==> src/rtl/player_hit_detector.sv <==
// Enemy-missile hit detector for the player ship: overlap test, life count,
// blinking invulnerability window after each hit, and a latched game-over state.
module player_hit_detector #(
    parameter int MISSILE_W     = 4,
    parameter int MISSILE_H     = 16,
    parameter int PLAYER_W      = 48,
    parameter int PLAYER_H      = 64,
    parameter int LIVES_INIT    = 3,
    parameter int INVULN_CYCLES = 65_000_000,
    parameter int BLINK_CYCLES  = 4_062_500
) (
    input  logic        pclk,
    input  logic        rst,
    input  logic [11:0] missile_x,
    input  logic [11:0] missile_y,
    input  logic        missile_on,
    input  logic [11:0] player_x,
    input  logic [11:0] player_y,
    input  logic        restart,
    output logic        hit_pulse,
    output logic        missile_kill,
    output logic [1:0]  lives,
    output logic        player_visible,
    output logic        game_over
);

    localparam int IW = (INVULN_CYCLES > 1) ? $clog2(INVULN_CYCLES) : 1;
    localparam int BW = (BLINK_CYCLES > 1) ? $clog2(BLINK_CYCLES) : 1;

    typedef enum logic [1:0] {ALIVE, HIT, INVULN, DEAD} state_t;

    state_t        state, state_d;
    logic [IW-1:0] invuln_cnt, invuln_cnt_d;
    logic [BW-1:0] blink_cnt, blink_cnt_d;
    logic          hit_pulse_d, missile_kill_d, player_visible_d, game_over_d;
    logic [1:0]    lives_d;
    logic          hit_cand_q;
    logic          overlap;

    // 13-bit sums keep the right/bottom edges from wrapping near 4095.
    logic [12:0] mx, my, px, py;
    assign mx = {1'b0, missile_x};
    assign my = {1'b0, missile_y};
    assign px = {1'b0, player_x};
    assign py = {1'b0, player_y};

    assign overlap = (mx < px + 13'(PLAYER_W)) && (mx + 13'(MISSILE_W) > px) &&
                     (my < py + 13'(PLAYER_H)) && (my + 13'(MISSILE_H) > py);

    always_ff @(posedge pclk) begin
        if (rst) hit_cand_q <= 1'b0;
        else     hit_cand_q <= overlap & missile_on;
    end

    always_ff @(posedge pclk) begin
        if (rst) begin
            state          <= ALIVE;
            invuln_cnt     <= '0;
            blink_cnt      <= '0;
            hit_pulse      <= 1'b0;
            missile_kill   <= 1'b0;
            lives          <= 2'(LIVES_INIT);
            player_visible <= 1'b1;
            game_over      <= 1'b0;
        end else begin
            state          <= state_d;
            invuln_cnt     <= invuln_cnt_d;
            blink_cnt      <= blink_cnt_d;
            hit_pulse      <= hit_pulse_d;
            missile_kill   <= missile_kill_d;
            lives          <= lives_d;
            player_visible <= player_visible_d;
            game_over      <= game_over_d;
        end
    end

    always_comb begin
        state_d          = state;
        invuln_cnt_d     = invuln_cnt;
        blink_cnt_d      = blink_cnt;
        hit_pulse_d      = 1'b0;
        missile_kill_d   = 1'b0;
        lives_d          = lives;
        player_visible_d = player_visible;
        game_over_d      = game_over;
        case (state)
            ALIVE: begin
                player_visible_d = 1'b1;
                if (hit_cand_q && lives != 2'd0) begin
                    state_d        = HIT;
                    hit_pulse_d    = 1'b1;
                    missile_kill_d = 1'b1;
                    lives_d        = lives - 2'd1;
                end
            end
            HIT: begin
                invuln_cnt_d     = '0;
                blink_cnt_d      = '0;
                player_visible_d = 1'b0;
                if (lives == 2'd0) begin
                    state_d     = DEAD;
                    game_over_d = 1'b1;
                end else begin
                    state_d = INVULN;
                end
            end
            INVULN: begin
                // Missile passes through here; the controller is expected to retire it.
                if (invuln_cnt == IW'(INVULN_CYCLES - 1)) begin
                    state_d          = ALIVE;
                    invuln_cnt_d     = '0;
                    blink_cnt_d      = '0;
                    player_visible_d = 1'b1;
                end else begin
                    invuln_cnt_d = invuln_cnt + 1'b1;
                    if (blink_cnt == BW'(BLINK_CYCLES - 1)) begin
                        blink_cnt_d      = '0;
                        player_visible_d = ~player_visible;
                    end else begin
                        blink_cnt_d = blink_cnt + 1'b1;
                    end
                end
            end
            DEAD: begin
                game_over_d      = 1'b1;
                player_visible_d = 1'b0;
                lives_d          = 2'd0;
                if (restart) begin
                    state_d          = ALIVE;
                    lives_d          = 2'(LIVES_INIT);
                    game_over_d      = 1'b0;
                    player_visible_d = 1'b1;
                    invuln_cnt_d     = '0;
                    blink_cnt_d      = '0;
                end
            end
            default: state_d = ALIVE;
        endcase
    end

endmodule

==> config.mk <==
export PLATFORM = sky130hd
export DESIGN_NAME = player_hit_detector
export DESIGN_NICKNAME = d
export VERILOG_FILES = /design/src/rtl/player_hit_detector.sv
export SDC_FILE = /design/constraint.sdc
export NUM_CORES = 1
export LEC_CHECK = 0
export CORE_MARGIN = 1
export CORE_UTILIZATION = 55
export DETAILED_ROUTE_END_ITERATION = 10
export MAX_ROUTING_LAYER = met4
export PLACE_DENSITY = 0.8
export SKIP_LAST_GASP = 1
export SYNTH_ARGS = -nofsm -noshare
export SYNTH_HDL_FRONTEND = slang
export SYNTH_SLANG_ARGS = --single-unit
==> constraint.sdc <==
create_clock -name pclk -period 3.4 [get_ports pclk]
set_input_delay 0.34 -clock pclk [delete_from_list [all_inputs] [get_ports pclk]]
set_output_delay 0.34 -clock pclk [all_outputs]
set_load 0.03 [all_outputs]
## Word-level counts from Yosys, hierarchy flattened

Index checks and enable logic that the tools add are counted.
Widths: inputs -> output; s select.

| word-level totals | value |
|---|---|
| bits in registers | 56 |
| input port bits | 52 |
| output and inout port bits | 6 |
| logic and storage cells | 70 |

| operators by class | value |
|---|---|
| add/subtract/negate cells | 7 |
| $lt $le $gt $ge | 4 |
| eq/ne operators | 10 |
| multiplexer cells | 23 |
| bitwise operators | 3 |
| reductions and logical operators | 15 |

Operators with widths:

| operator | number |
|---|---|
| $pmux 26 s3 | 1 |
| $mux 22 | 3 |
| $pmux 22 s3 | 1 |
| $mux 26 | 2 |
| $add 26x1->26 const B | 1 |
| $eq 26x26->1 const B | 1 |
| $gt 13x12->1 | 2 |
| $lt 12x13->1 | 2 |
| $add 22x1->22 const B | 1 |
| $eq 22x22->1 const B | 1 |
| $add 12x3->13 const B | 1 |
| $add 12x5->13 const B | 1 |
| $add 12x6->13 const B | 1 |
| $add 12x7->13 const B | 1 |
| $mux 2 | 5 |
| $ne 2x2->1 const B | 4 |
| $pmux 2 s4 | 1 |
| $mux 1 | 7 |
| $reduce_and 2->1 | 3 |
| $reduce_bool 2->1 | 3 |
| $eq 2x2->1 const B | 2 |
| $logic_and 1x1->1 | 4 |
| $logic_not 2->1 | 2 |
| $pmux 1 s4 | 1 |
| other kinds (10) | 11 |

## Logic depth before layout (Yosys ltp)

| depth | value |
|---|---|
| word-level depth | 6 |
| gate-level depth with buffers | 11 |
| gate-level depth less buffers | 11 |

## Worst setup path before layout

No wires, ideal clock.

| path | value |
|---|---|
| path kind | input -> register |
| start | in player_x[4] |
| end | reg hit_cand_q |
| setup time | 0.092 ns |
| data arrival time | 2.037 ns |
| data required time | 3.308 ns |
| path slack | 1.271 ns |
| stages on the path | 10 |
| path buffers | 0 |
| cell sequence | inv_1 > ha_1 > nor3_1 > xnor2_1 > ha_1 > and4_1 > a221o_1 > a31oi_1 > nor3_1 > nor4_1 |

| between the ends | value |
|---|---|
| longest elaborated chain between the ends | 6 |
| elaborated cells between the ends (all ways) | 7 |
| those cells by class | add/sub: 1; order compare: 2; bitwise: 1; reduce/logical: 3 |

Ends and longest elaborated chain:

| what | line | RTL |
|---|---|---|
| from (decl) | 17 | `input logic [11:0] player_x,` |
| $add 12x6->13 | 47 | `assign overlap = (mx < px + 13'(PLAYER_W)) && (mx + 13'(MISSILE_W) > px) &&` |
| $lt 12x13->1 | 47 |  |
| $logic_and 1x1->1 (*) (2 in a row) | 47 |  |
| $logic_and 1x1->1 (*) | 48 | `(my < py + 13'(PLAYER_H)) && (my + 13'(MISSILE_H) > py);` |
| $and 1x1->1 (*) | 52 | `else hit_cand_q <= overlap & missile_on;` |
| to (signal assigned) | 52 |  |
| to (decl) | 37 | `logic hit_cand_q;` |

Every way passes the cells marked *; elsewhere a longest branch is shown, timed or not.
A chain may end at the register's enable or synchronous reset.

## Final worst setup path

| path | value |
|---|---|
| start | in missile_x[2] |
| end | reg hit_cand_q |

| between the ends | value |
|---|---|
| longest elaborated chain between the ends | 6 |
| elaborated cells between the ends (all ways) | 7 |
| those cells by class | add/sub: 1; order compare: 2; bitwise: 1; reduce/logical: 3 |

Ends and longest elaborated chain:

| what | line | RTL |
|---|---|---|
| from (decl) | 14 | `input logic [11:0] missile_x,` |
| $add 12x3->13 | 47 |  |
| $gt 13x12->1 | 47 |  |
| $logic_and 1x1->1 (*) (2 in a row) | 47 |  |
| $logic_and 1x1->1 (*) | 48 |  |
| $and 1x1->1 (*) | 52 |  |

Marked as above.

==> metrics.md <==
| Metric | Value |
|---|---|
| Status | `complete, no violations` |
| Post-Syn Nets | `617` |
| Wirelength, routed | `9246 µm` |
| # diodes | `0` |
| Largest area contributor in the synthesized netlist | `sky130_fd_sc_hd__dfxtp_1` |
| Sequential cell area | `1121 µm²` |
| Avg Synthesized Cell Area | `8.113 µm²` |
| Total negative setup slack | `0 ps` |
| PD cells | `263.5 nW/µm²` |
| RR Endpoint | `invuln_cnt[10]$_SDFFE_PP0P_` |
| Netlist area before placement | `4187 µm²` |
| Initial core utilization | `57.41%` |
| Largest cells by area after synthesis | `sky130_fd_sc_hd__dfxtp_1, sky130_fd_sc_hd__ha_1, sky130_fd_sc_hd__xnor2_1` |
| Reg2reg setup slack | `1080 ps` |
| Flip-flop and latch count after synthesis | `56` |
| Class of the tightest hold or removal check | `reg -> reg` |
| Maxcap violations | `0` |
| Row count | `31` |
| Cell family with the largest share of critical-path delay | `compound AO/OA/AOI/OAI gates` |
| Number of distinct library cell variants in the gate-level netlist after synthesis | `57` |
| DR iter-0 viols | `122` |
| Worst-case vdd ir drop | `0.1642 mV` |
| Share of cells above drive strength 1 | `3.839%` |
| Number of setup buffers added after CTS | `0` |
| Global-route usage over all layers | `25.11%` |
| Buffers added on ports | `57` |
| Area occupied by multi-input gates | `2872 µm²` |
| Portion of synthesized cell area occupied by the leading cell type | `26.78%` |
| Hold-critical path depth | `2` |
| Most used flip-flop cell after synthesis | `sky130_fd_sc_hd__dfxtp_1` |
| Maximum fanout encountered on the critical timing path | `5` |
| Placeable core region | `around 7300 µm²` |
| Clock insertion delay at the later pin of the skew report | `310 ps` |
| Number of H-tree levels | `2` |
| Ys async rst share | `0%` |
| Number of buffers added by the clock tree synthesis step | `5` |
| CP Class | `in -> reg` |
| Cell at the root of the clock tree | `sky130_fd_sc_hd__clkbuf_8` |
| Post-detail-place hpwl | `7403 µm` |
| Vias per cell | `5.557` |
| Clock tree from TritonCTS | `yes` |
| Data required time of the worst path | `3590 ps` |
| Number of filler cells placed in the layout | `650` |
| Crit. End Element | `flop` |
| Instance count of the mapped netlist | `between 500 and 600` |
| Die boundary height | `89.25 µm` |
| Worst-path cell chain | `clkdlybuf4s50_1, ha_1, nand2_1, nor2_1, nand3_1, xnor2_1, ha_1, nand3_1, a211o_1, o21ai_0, a2111oi_0, nor4_1` |
| GP Congestion | `0.8475` |
| Number of buffers on the longest clock path | `2` |
| Static Leakage | `1.889 nW` |
| Headroom to the max-slew limit | `64.09%` |
| Routed wire per std cell | `13.76 µm` |
| Final slew viol count | `0` |
| Hold Startpoint | `blink_cnt[1]$_SDFFE_PP0P_` |
| CP max-delay cell | `sky130_fd_sc_hd__clkdlybuf4s50_1` |
| Hold violation count in the final report | `0` |
| Number of resized instances in the post-cts repair step | `0` |
| Total of hold buffers inserted after clock tree synthesis | `0` |
| Highest achievable clock rate | `between 300 and 400 MHz` |
| CP peak stage delay | `550 ps` |
| Worst Hold End | `blink_cnt[1]$_SDFFE_PP0P_` |
| Final setup skew | `2.846 ps` |
| Final worst-path cycle share | `between 70% and 80%` |
| Critical Path AT | `approximately 2900 ps` |
| Crit start category | `input port` |
| PnR Total Power | `approximately 1.3 mW` |
| Unrepaired setup endpoints after global routing | `no` |
| Worst Path Buf+Inv | `1` |
| Area delta synth->final | `17.66%` |
| Clock-pin slew on the worst setup and hold paths | `100 ps` |
| Vias in the first global route | `roughly 3,500` |
| Final critical path time including I/O delays and setup | `2688 ps` |
| Count of unresolved DRC violations after routing | `0` |
| Finish-stage setup viols | `0` |
| Transition time of the tightest slew-check pin | `525.1 ps` |
| Worst r2r path cells | `6` |
| # IOs | `58` |
| Share of the yosys chip area belonging to registers | `26.78%` |
| Global-route wire length before repair | `15,330 µm` |
| EDFF count, synth | `0` |
| Launching point of the worst reg2reg path | `state[1]$_SDFFE_PP0P_` |
| Maximum number of pins on one net before global-route repair | `24` |
| Die span in x | `89.25 µm` |
| Total gr overflow | `0` |
| Clock Sinks | `56` |
| Length of the first detailed-routing pass in iterations | `4` |
| Vias after detailed routing | `3,734` |
| Number of warning messages in the yosys log | `0` |
| Area enclosed by the die boundary | `7965 µm²` |
| Initial antenna violation count | `0` |
| Total number of nets in the final design | `673` |
| Routed Antenna Nets | `0` |
[how the worst max path moves through the flow]
stage,start,end,slack [ps],depth (start not counted)
floorplan,player_x[4],hit_cand_q$_SDFF_PP0_,1270,10
CTS,player_x[4],hit_cand_q$_SDFF_PP0_,750,11
detailed placement,player_x[4],hit_cand_q$_SDFF_PP0_,440,11
finish,missile_x[2],hit_cand_q$_SDFF_PP0_,710,12
global placement,player_x[4],hit_cand_q$_SDFF_PP0_,560,11
global route,missile_x[2],hit_cand_q$_SDFF_PP0_,460,12
[synth_stat cells (3+ instances only)]
master,instances
sky130_fd_sc_hd__a31oi_1,3
sky130_fd_sc_hd__nor3b_1,3
sky130_fd_sc_hd__xnor2_1,34
sky130_fd_sc_hd__nor3_1,15
sky130_fd_sc_hd__o211ai_1,5
sky130_fd_sc_hd__nand4_1,18
sky130_fd_sc_hd__inv_1,33
sky130_fd_sc_hd__nor2_1,66
sky130_fd_sc_hd__buf_4,3
sky130_fd_sc_hd__o21ai_0,10
sky130_fd_sc_hd__nor4_1,6
sky130_fd_sc_hd__a211oi_1,6
sky130_fd_sc_hd__nand2b_1,4
sky130_fd_sc_hd__a21o_1,4
sky130_fd_sc_hd__nand3_1,33
sky130_fd_sc_hd__nor2b_1,6
sky130_fd_sc_hd__nand2_1,47
sky130_fd_sc_hd__a211o_1,3
sky130_fd_sc_hd__clkbuf_1,4
sky130_fd_sc_hd__dfxtp_1,56
sky130_fd_sc_hd__ha_1,49
sky130_fd_sc_hd__and2_1,3
sky130_fd_sc_hd__xor2_1,28
sky130_fd_sc_hd__and3_1,8
sky130_fd_sc_hd__and4_1,7
sky130_fd_sc_hd__a21oi_1,21
sky130_fd_sc_hd__nand3b_1,4
[flip-flops by register name, indices dropped and copies added (netlist names)]
name	flops
invuln_cnt	26
blink_cnt	22
lives	2
state	2
game_over	1
hit_cand_q	1
missile_kill	1
player_visible	1
[where the power goes]
| part | internal [mW] | switching (mW) |
|---|---|---|
| combinational | 0.136 | 0.132 |
| sequential | 0.657 | 0.00229 |
| clock | 0.146 | 0.224 |
| total | 0.940 | 0.359 |
[worst reg2reg max path, delay by kind of cell, from the launching register on]
family,cells,cell delay (ps)
flip-flops,1,680
AO/OA/AOI/OAI,1,120
AND/OR/NAND/NOR,5,1460
[final cells by class]
class / count / area share, %
multi-input cells: 416 / 58.29
flip-flops and latches: 56 / 22.76
repair buffers: 60 / 12.04
inverters: 33 / 2.515
well taps: 99 / 2.515
clock buffers: 5 / 1.397
clock inverters: 3 / 0.4826
[layout by cell type (no fill, tap or decap), types with 10 or more instances in the layout]
cell type and instances:
sky130_fd_sc_hd__xor2_1 28, sky130_fd_sc_hd__dfxtp_1 56, sky130_fd_sc_hd__clkdlybuf4s50_1 57, sky130_fd_sc_hd__nand2_1 47
sky130_fd_sc_hd__nand4_1 18, sky130_fd_sc_hd__ha_1 49, sky130_fd_sc_hd__o21ai_0 10, sky130_fd_sc_hd__nand3_1 33
sky130_fd_sc_hd__nor2_1 66, sky130_fd_sc_hd__nor3_1 15, sky130_fd_sc_hd__xnor2_1 34, sky130_fd_sc_hd__a21oi_1 21
sky130_fd_sc_hd__inv_1 33
[logic make-up (layout without fill, tap and decap cells)]
logic type	after synthesis	in the layout	synth area share, %
simple gates	239	239	30.16
compound gates	65	65	10.58
xor+xnor	62	62	12.97
flops	56	56	26.78
fa+ha+maj	49	49	14.64
buf+inv	44	101	4.632
mux	1	1	0.2391
[layer usage]
layer / up-vias / global-route usage (%) / routed length (µm)
li1: 1930 / - / -
met1: 1712 / 28.52 / 4165
met2: 81 / 45.80 / 4679
met3: 11 / 3.509 / 285
met4: 0 / 7.071 / 116
met5: - / - / 0
[per-stage QoR]
step | hold slack (ps) | instances | cell area [µm²] | setup WS, ps | utilization [%]
after floorplan | 435.2 | 516 | 4187 | 1271 | -
after detailed placement | 477.6 | 664 | 4833 | 440.0 | 66.28
final | 489.9 | 672 | 4926 | 711.7 | 67.55
after global routing | 508.9 | 672 | 4926 | 462.4 | 67.55
after CTS | 490.4 | 672 | 4926 | 751.1 | 67.55
after global placement | 454.8 | 664 | 4833 | 562.4 | 66.28
Note: power is estimated with default switching activity, not from simulation.
